==> src/rtl/gf_mul_serial_ctrl_pkg.sv <==
// Shared constants for the gf_mul wrappers: FSM state codes, operand select codes,
// bus width and the constant functions used to size counters and word arrays.
package gf_mul_serial_ctrl_pkg;

  localparam int BUS_W = 16;

  localparam logic [1:0] ST_IDLE = 2'd0;
  localparam logic [1:0] ST_RUN  = 2'd1;
  localparam logic [1:0] ST_DONE = 2'd2;

  localparam logic [1:0] SEL_A   = 2'd0;
  localparam logic [1:0] SEL_B   = 2'd1;
  localparam logic [1:0] SEL_G   = 2'd2;
  localparam logic [1:0] SEL_RSV = 2'd3;

  function automatic int clog2(input int v);
    int r;
    r = 0;
    for (int unsigned i = 0; i < 31; i++) begin
      if ((1 << i) < v) r = int'(i) + 1;
    end
    return (r < 1) ? 1 : r;
  endfunction

  function automatic int nwords(input int width, input int bus_w);
    return (width + bus_w - 1) / bus_w;
  endfunction

endpackage

==> src/rtl/gf_mul_serial_ctrl_one_bit.sv <==
// One row of the bit-serial GF(2^m) multiplier: shifted partial product plus
// conditional operand add plus conditional reduction, all XOR.
module one_bit #(
  parameter int DATA_WIDTH = 163
) (
  input  logic [DATA_WIDTH-1:0] a,
  input  logic                  b,
  input  logic [DATA_WIDTH-1:0] g,
  input  logic                  t_i1_m1,
  input  logic [DATA_WIDTH-1:0] t_i1_j1,
  output logic [DATA_WIDTH-1:0] out_a,
  output logic                  out_b,
  output logic [DATA_WIDTH-1:0] t_i_j
);

  assign out_a = a;
  assign out_b = b;
  assign t_i_j = t_i1_j1 ^ ({DATA_WIDTH{b}} & a) ^ ({DATA_WIDTH{t_i1_m1}} & g);

endmodule

==> src/rtl/gf_mul_serial_ctrl.sv <==
// Bit-serial GF(2^m) multiplier engine: operands A, B and reduction polynomial G are
// loaded word by word over a narrow bus, product A*B mod (x^m + G) is read back the same way.
module gf_mul_serial_ctrl
  import gf_mul_serial_ctrl_pkg::*;
#(
  parameter int DATA_WIDTH = 163,
  parameter int BUS_W      = gf_mul_serial_ctrl_pkg::BUS_W
) (
  input  logic             clk,
  input  logic             rst,
  input  logic             wr_en,
  input  logic [1:0]       wr_sel,
  input  logic [3:0]       wr_idx,
  input  logic [BUS_W-1:0] wr_data,
  input  logic             start,
  output logic             busy,
  output logic             done,
  input  logic [3:0]       rd_idx,
  output logic [BUS_W-1:0] rd_data
);

  localparam int NWORDS = nwords(DATA_WIDTH, BUS_W);
  localparam int PAD_W  = NWORDS * BUS_W;
  localparam int CNT_W  = clog2(DATA_WIDTH);

  logic [1:0]            state;
  logic [CNT_W-1:0]      cnt;
  logic [DATA_WIDTH-1:0] a_reg, b_reg, g_reg, t_reg, r_reg;

  logic                  wr_ok;
  logic [DATA_WIDTH-1:0] wr_mask, wr_val;
  logic [DATA_WIDTH-1:0] t_next, t_shift;
  logic [DATA_WIDTH-1:0] unused_row_a;
  logic                  unused_row_b;

  assign busy = (state == ST_RUN);
  assign done = (state == ST_DONE);

  assign wr_ok = wr_en && (state == ST_IDLE) && (32'(wr_idx) < NWORDS) && (wr_sel != SEL_RSV);

  // Word placement is done in a padded vector so the top word's bits past m-1 fall off the cast.
  assign wr_mask = DATA_WIDTH'(PAD_W'({BUS_W{1'b1}}) << (BUS_W * 32'(wr_idx)));
  assign wr_val  = DATA_WIDTH'(PAD_W'(wr_data) << (BUS_W * 32'(wr_idx)));

  function automatic logic [DATA_WIDTH-1:0] merge(input logic [DATA_WIDTH-1:0] old_v);
    return (old_v & ~wr_mask) | (wr_val & wr_mask);
  endfunction

  assign t_shift = {t_reg[DATA_WIDTH-2:0], 1'b0};

  one_bit #(.DATA_WIDTH(DATA_WIDTH)) row (
    .a       (a_reg),
    .b       (b_reg[cnt]),
    .g       (g_reg),
    .t_i1_m1 (t_reg[DATA_WIDTH-1]),
    .t_i1_j1 (t_shift),
    .out_a   (unused_row_a),
    .out_b   (unused_row_b),
    .t_i_j   (t_next)
  );

  always_ff @(posedge clk) begin
    if (rst) begin
      state <= ST_IDLE;
      cnt   <= '0;
      a_reg <= '0;
      b_reg <= '0;
      g_reg <= '0;
      t_reg <= '0;
      r_reg <= '0;
    end else begin
      case (state)
        ST_IDLE: begin
          if (wr_ok) begin
            case (wr_sel)
              SEL_A:   a_reg <= merge(a_reg);
              SEL_B:   b_reg <= merge(b_reg);
              SEL_G:   g_reg <= merge(g_reg);
              default: ;
            endcase
          end
          if (start) begin
            t_reg <= '0;
            cnt   <= CNT_W'(DATA_WIDTH - 1);
            state <= ST_RUN;
          end
        end
        ST_RUN: begin
          t_reg <= t_next;
          if (cnt == '0) begin
            r_reg <= t_next;
            state <= ST_DONE;
          end else begin
            cnt <= cnt - 1'b1;
          end
        end
        ST_DONE: state <= ST_IDLE;
        default: state <= ST_IDLE;
      endcase
    end
  end

  logic [PAD_W-1:0] r_pad;
  logic [BUS_W-1:0] rd_words [NWORDS];

  assign r_pad = PAD_W'(r_reg);

  for (genvar k = 0; k < NWORDS; k++) begin : g_rd
    assign rd_words[k] = r_pad[k*BUS_W +: BUS_W];
  end

  assign rd_data = (32'(rd_idx) < NWORDS) ? rd_words[rd_idx] : '0;

endmodule

==> config.mk <==
export PLATFORM = sky130hd
export DESIGN_NAME = gf_mul_serial_ctrl
export DESIGN_NICKNAME = d
export VERILOG_FILES = /design/src/rtl/gf_mul_serial_ctrl_pkg.sv /design/src/rtl/gf_mul_serial_ctrl_one_bit.sv /design/src/rtl/gf_mul_serial_ctrl.sv
export SDC_FILE = /design/constraint.sdc
export NUM_CORES = 2
export LEC_CHECK = 0
export ABC_AREA = 1
export BUFFER_PORTS_ARGS = -buffer_cell sky130_fd_sc_hd__buf_4
export CAP_MARGIN = 20
export CORE_UTILIZATION = 30
export DETAILED_ROUTE_END_ITERATION = 12
export HOLD_SLACK_MARGIN = 0.1
export PLACE_DENSITY_LB_ADDON = 0.1
export RECOVER_POWER = 100
export SLEW_MARGIN = 30
export SYNTH_ARGS = -nofsm -noshare
export SYNTH_HDL_FRONTEND = slang
export SYNTH_SLANG_ARGS = --single-unit
==> constraint.sdc <==
create_clock -name clk -period 3.8 [get_ports clk]
set_clock_uncertainty 0.15 [all_clocks]
set_input_delay 0.57 -clock clk [delete_from_list [all_inputs] [get_ports clk]]
set_output_delay 0.57 -clock clk [all_outputs]
set_load 0.03 [all_outputs]
### Word level (Yosys, flattened, before mapping)

Index checks and enable logic that the tools add are counted.

| operators by class | value |
|---|---|
| add/subtract/negate cells | 1 |
| magnitude comparators | 4 |
| equality and inequality tests | 8 |
| shifts and indexed selects | 2 |
| mux-type cells | 14 |
| bitwise operators | 13 |
| reductions and logical operators | 14 |

Operators with widths:

| kind | number |
|---|---|
| AND 163 bit | 6 |
| OR 163 bit | 3 |
| case mux 163 bit (2 select lines) | 1 |
| XOR 163 bit | 2 |
| two-way mux 163 bit | 1 |
| inverter 163 bit | 1 |
| left shift 16 x 8 -> 163 bit | 1 |
| left shift 16 x 8 -> 163 bit (first input constant) | 1 |
| binary-select mux 16 bit (select 4 bit) | 1 |
| two-way mux 16 bit | 3 |
| two-way mux 8 bit | 2 |
| case mux 8 bit (2 select lines) | 1 |
| AND reduction 3 bit | 4 |
| less-than comparator 8 x 9 -> 1 bit (second input constant) | 1 |
| binary-select mux 1 bit (select 8 bit) | 1 |
| logical NOT 8 bit | 1 |
| less-than comparator 4 bit (second input constant) | 2 |
| subtractor 8 x 1 -> 8 bit (second input constant) | 1 |
| != test 2 bit (second input constant) | 3 |
| AND reduction 2 bit | 3 |
| >= comparator 5 bit (second input constant) | 1 |
| inverter 4 -> 5 bit | 1 |
| equality test 2 x 1 -> 1 bit (second input constant) | 2 |
| equality test 2 bit (second input constant) | 2 |
| 7 further kinds | 11 |

| word-level totals | value |
|---|---|
| flip-flop bits (word level) | 825 |
| input port bits | 30 |
| output and inout port bits | 18 |
| word-level logic and storage cells | 63 |

### Logic depth before layout (Yosys ltp)

| depth | value |
|---|---|
| depth after elaboration | 6 |
| mapped depth | 22 |
| mapped depth without buffers | 18 |

### By module

A second synthesis with hierarchy kept.

| second synthesis, totals | value |
|---|---|
| cells, all modules | 6,260 |
| area total of the unflattened synthesis | 40,650.2 µm² |

Modules (own cells, without submodules):

| module | times used | cells each | area each (µm²) | sequential area each (µm²) |
|---|---|---|---|---|
| gf_mul_serial_ctrl | 1 | 4,412 | 32,565.0 | 16,515.8 |
| one_bit | 1 | 1,848 | 8,085.3 | 0.0 |

### Least setup slack after synthesis

OpenSTA, ideal clock, no wires.

| timing | value |
|---|---|
| path type | in2out |
| start point | input rd_idx[0] |
| end point | output rd_data[1] |
| arrival time | 2.232 ns |
| required time | 3.080 ns |
| path slack | 0.848 ns |
| cell stages on the path | 8 |
| path buffers | 2 |
| path through | clkbuf_1 > clkinv_1 > clkbuf_1 > a21oi_1 > o21ai_0 > o2111ai_1 > o21ai_0 > o221ai_1 |

| between the ends | value |
|---|---|
| longest elaborated chain between the ends | 5 |
| elaborated cells between the ends (all ways) | 6 |
| classes of those cells | order compare (1); mux (4); bitwise (1) |

RTL lines:

| what | line | text |
|---|---|---|
| start, declared | gf_mul_serial_ctrl.sv:18 | `input logic [3:0] rd_idx,` |
| inverter 4 -> 5 bit (implied by the code) | gf_mul_serial_ctrl.sv:112 | `assign rd_data = (32'(rd_idx) < NWORDS) ? rd_words[rd_idx] : '0;` |
| binary-select mux 16 bit (select 4 bit) | gf_mul_serial_ctrl.sv:112 |  |
| two-way mux 16 bit (implied by the code) (2 in a row) | gf_mul_serial_ctrl.sv:112 |  |
| two-way mux 16 bit (*) | gf_mul_serial_ctrl.sv:112 |  |
| end, declared | gf_mul_serial_ctrl.sv:19 | `output logic [BUS_W-1:0] rd_data` |

Every way passes the cells marked *; elsewhere a longest branch is shown, timed or not. The select of a mux whose other input is x is not followed.

### Worst setup path in the final report

| timing | value |
|---|---|
| start point | input rd_idx[1] |
| end point | output rd_data[1] |

The elaborated chain is that of the path after synthesis.

==> run metrics <==
die area 128,400 sq um; nature of the critical path endpoint primary output; initial antenna violation count 1; CTS tree done; Clock Tree Root clkbuf_16; Port Buffers 47; Worst Min Path Start start; # IOs 48; Final Hold Viols 0; Critical Path RT 3080 ps; clock share of power 44.1%; failing checks max-capacitance violations, max-slew violations; path depth of the worst reg2reg path 11; crit path cell chain clkbuf_2 > inv_1 > nor2_1 > buf_12 > inv_1 > o221ai_1 > o21ai_0 > o221ai_1 > clkbuf_2; hold path depth 4; Setup CP Type primary input to primary output; DR DRC count 0; Design Power 21.99 mW; GR Overflow Total 0; most common cell after layout, fill and taps aside nand2_1; Syn Area/Cell 6.592 sq um; RSZ-0062 raised after global routing no; Die H 358.3 um; Final GP Congestion 0.8338; initial drt markers 2,559; Leakage 17.83 nW; Int Power 15.46 mW; worst r2r src cnt[2]$_SDFFE_PP0P_; final core occ 34.42%; Wirelength per Cell 19.22 um; Top delay family on crit path buffers and inverters; Sw Ratio 29.67%; slowest cell delay on critical path 440 ps; synthesized cell area 38,080 sq um; Pins Over Slew Limit 12; worst hold endpoint cnt[3]$_SDFFE_PP0P_; Bufs on Longest Clock Path 3; Syn Inst Count 5,776; Max rail drop VDD 365.7 uV; drt first pass iters 5; Critical Path AT 2850 ps; Slowest-stage cell, CP nor2_1; worst min path class primary input to register; Critical Path Fanout Max 19; share of total power in combinational logic 14.5%; DP Wirelength 83,030 um; Mapped Nets 5,808; chip width 358.3 um; # rows 130; TNS Setup 0 ps; largest net degree at the start of global routing 156; r2r setup slk 340 ps; clk slew on worst S/H paths 60 ps; pwr/cell area 508.1 nW/um^2; area grow syn2layout 13.64%; r2r endpoint r_reg[69]$_SDFFE_PP0P_; CP Buf/Inv Count 5; Initial Utilization 30.28%; number of synthesized flops with an enable pin 0; antenna viol nets, final 0; Async S/R FF share, synth 0%; P_sw 6.522 mW; Hold Worst Slack 174.9 ps; most frequent cells in the layout nand2_1, nor2_1, dfxtp_1; final setup violating endpoints 0; Final Cell Area 43,270 sq um; Post-CTS Resized 0; Vias/cell 4.775; Worst slew margin -3.942%; Global Route Usage Sum 21.86%; synth unique cells 32; min cycle time layout 3567 ps; share of the yosys chip area belonging to registers 43.38%; final WL 141,600 um; Top FF cell, synth dfxtp_1; first-pass GRT wire length 213,000 um; max_cap viols 1; status finished, violations left; Sink Count 825; sequential share of power 41.4%; Layout Nets 5,667; DR vias 35,170; post-CTS setup repair buffer count 0; f_max 0.2803 GHz; Skew-Pair Late Insertion Delay 690 ps; layout cells sized above 1 5.215%; htree depth 3; vias in the first global route 32,460; Core Region 125,700 sq um; Period Utilization, post-route 93.87%; FF+latch count, synth 825; Ys Warns 0; Slew @ Worst Pin 1559 ps; Inserted Clock Buffers 99; CTS Hold Bufs 0; placed instance area 40,080 sq um; Setup crit start kind primary input
[final cells by class]
class / count / area (sq um)
Fill cell: 13560 / 82460
Sequential cell: 825 / 16520
Antenna cell: 2 / 5.005
Clock inverter: 23 / 276.5
Tap cell: 1650 / 2064
Inverter: 632 / 2382
Clock buffer: 157 / 3018
Timing Repair Buffer: 144 / 1369
Multi-Input combinational cell: 3933 / 17630
[worst min-delay path, delay by kind of cell]
kind,cells,cell delay [ps]
simple gates,2,260
buf+inv,1,80
compound gates,1,50
[power by group through the flow]
stage | Combinational [mW] | Sequential, mW | Clock (mW)
2_1_floorplan | 2.01 | 9.18 | 0
3_3_place_gp | 3.26 | 9.29 | 0
3_5_place_dp | 3.26 | 9.28 | 0
4_1_cts | 3.27 | 9.10 | 9.97
5_1_grt | 3.48 | 9.12 | 10.3
6_report | 3.18 | 9.10 | 9.70
[cell families after synthesis]
logic type / Yosys count / share of synthesized area [%]
buffers and inverters: 1018 / 10.38
and+or+nand+nor: 2679 / 27.26
AOI/OAI and AO/OA: 1090 / 15.19
adders and majority gates: 2 / 0.06571
xor gates and xnor gates: 162 / 3.726
DFF: 825 / 43.38
[worst max path at each step]
stage,to,startpoint,slack (ps),cells past startpoint
6_report,rd_data[1],rd_idx[1],230,9
5_1_grt,r_reg[139]$_SDFFE_PP0P_,cnt[2]$_SDFFE_PP0P_,110,18
4_1_cts,t_reg[147]$_SDFFE_PP0P_,cnt[2]$_SDFFE_PP0P_,470,18
3_5_place_dp,t_reg[156]$_SDFFE_PP0P_,cnt[2]$_SDFFE_PP0P_,480,18
3_3_place_gp,t_reg[145]$_SDFFE_PP0P_,cnt[2]$_SDFFE_PP0P_,470,18
2_1_floorplan,rd_data[1],rd_idx[0],850,8
[cell usage after synthesis (28+ instances only)]
| master | instances | share of area (%) |
|---|---|---|
| buf_1 | 38 | 0.37 |
| o21ai_1 | 152 | 2.0 |
| a211oi_1 | 39 | 0.77 |
| xnor2_1 | 80 | 1.8 |
| nor2_1 | 1190 | 12 |
| buf_2 | 39 | 0.51 |
| nand3_1 | 237 | 3.1 |
| o21ai_0 | 536 | 7.0 |
| nand2_1 | 1241 | 12 |
| a21oi_1 | 300 | 3.9 |
| o2111ai_1 | 28 | 0.64 |
| clkbuf_1 | 289 | 2.8 |
| xor2_1 | 82 | 1.9 |
| inv_1 | 623 | 6.1 |
| dfxtp_1 | 825 | 43 |
[stage by stage]
stage	cells	setup WS [ps]
floorplan	5776	848.2
global placement	7184	466.5
detailed placement	7184	484.8
CTS	7364	467.6
global route	7364	111.0
finish	7366	233.0
[layer usage]
metal  part of all wire, %  track usage [%]  wire length [um]
met5                0.0092                0                13
met4                   2.4            5.472              3443
met3                   4.0            2.792              5719
met2                    44            34.44             62640
met1                    49            31.33             69760
Power figures use the tool's default switching activity.
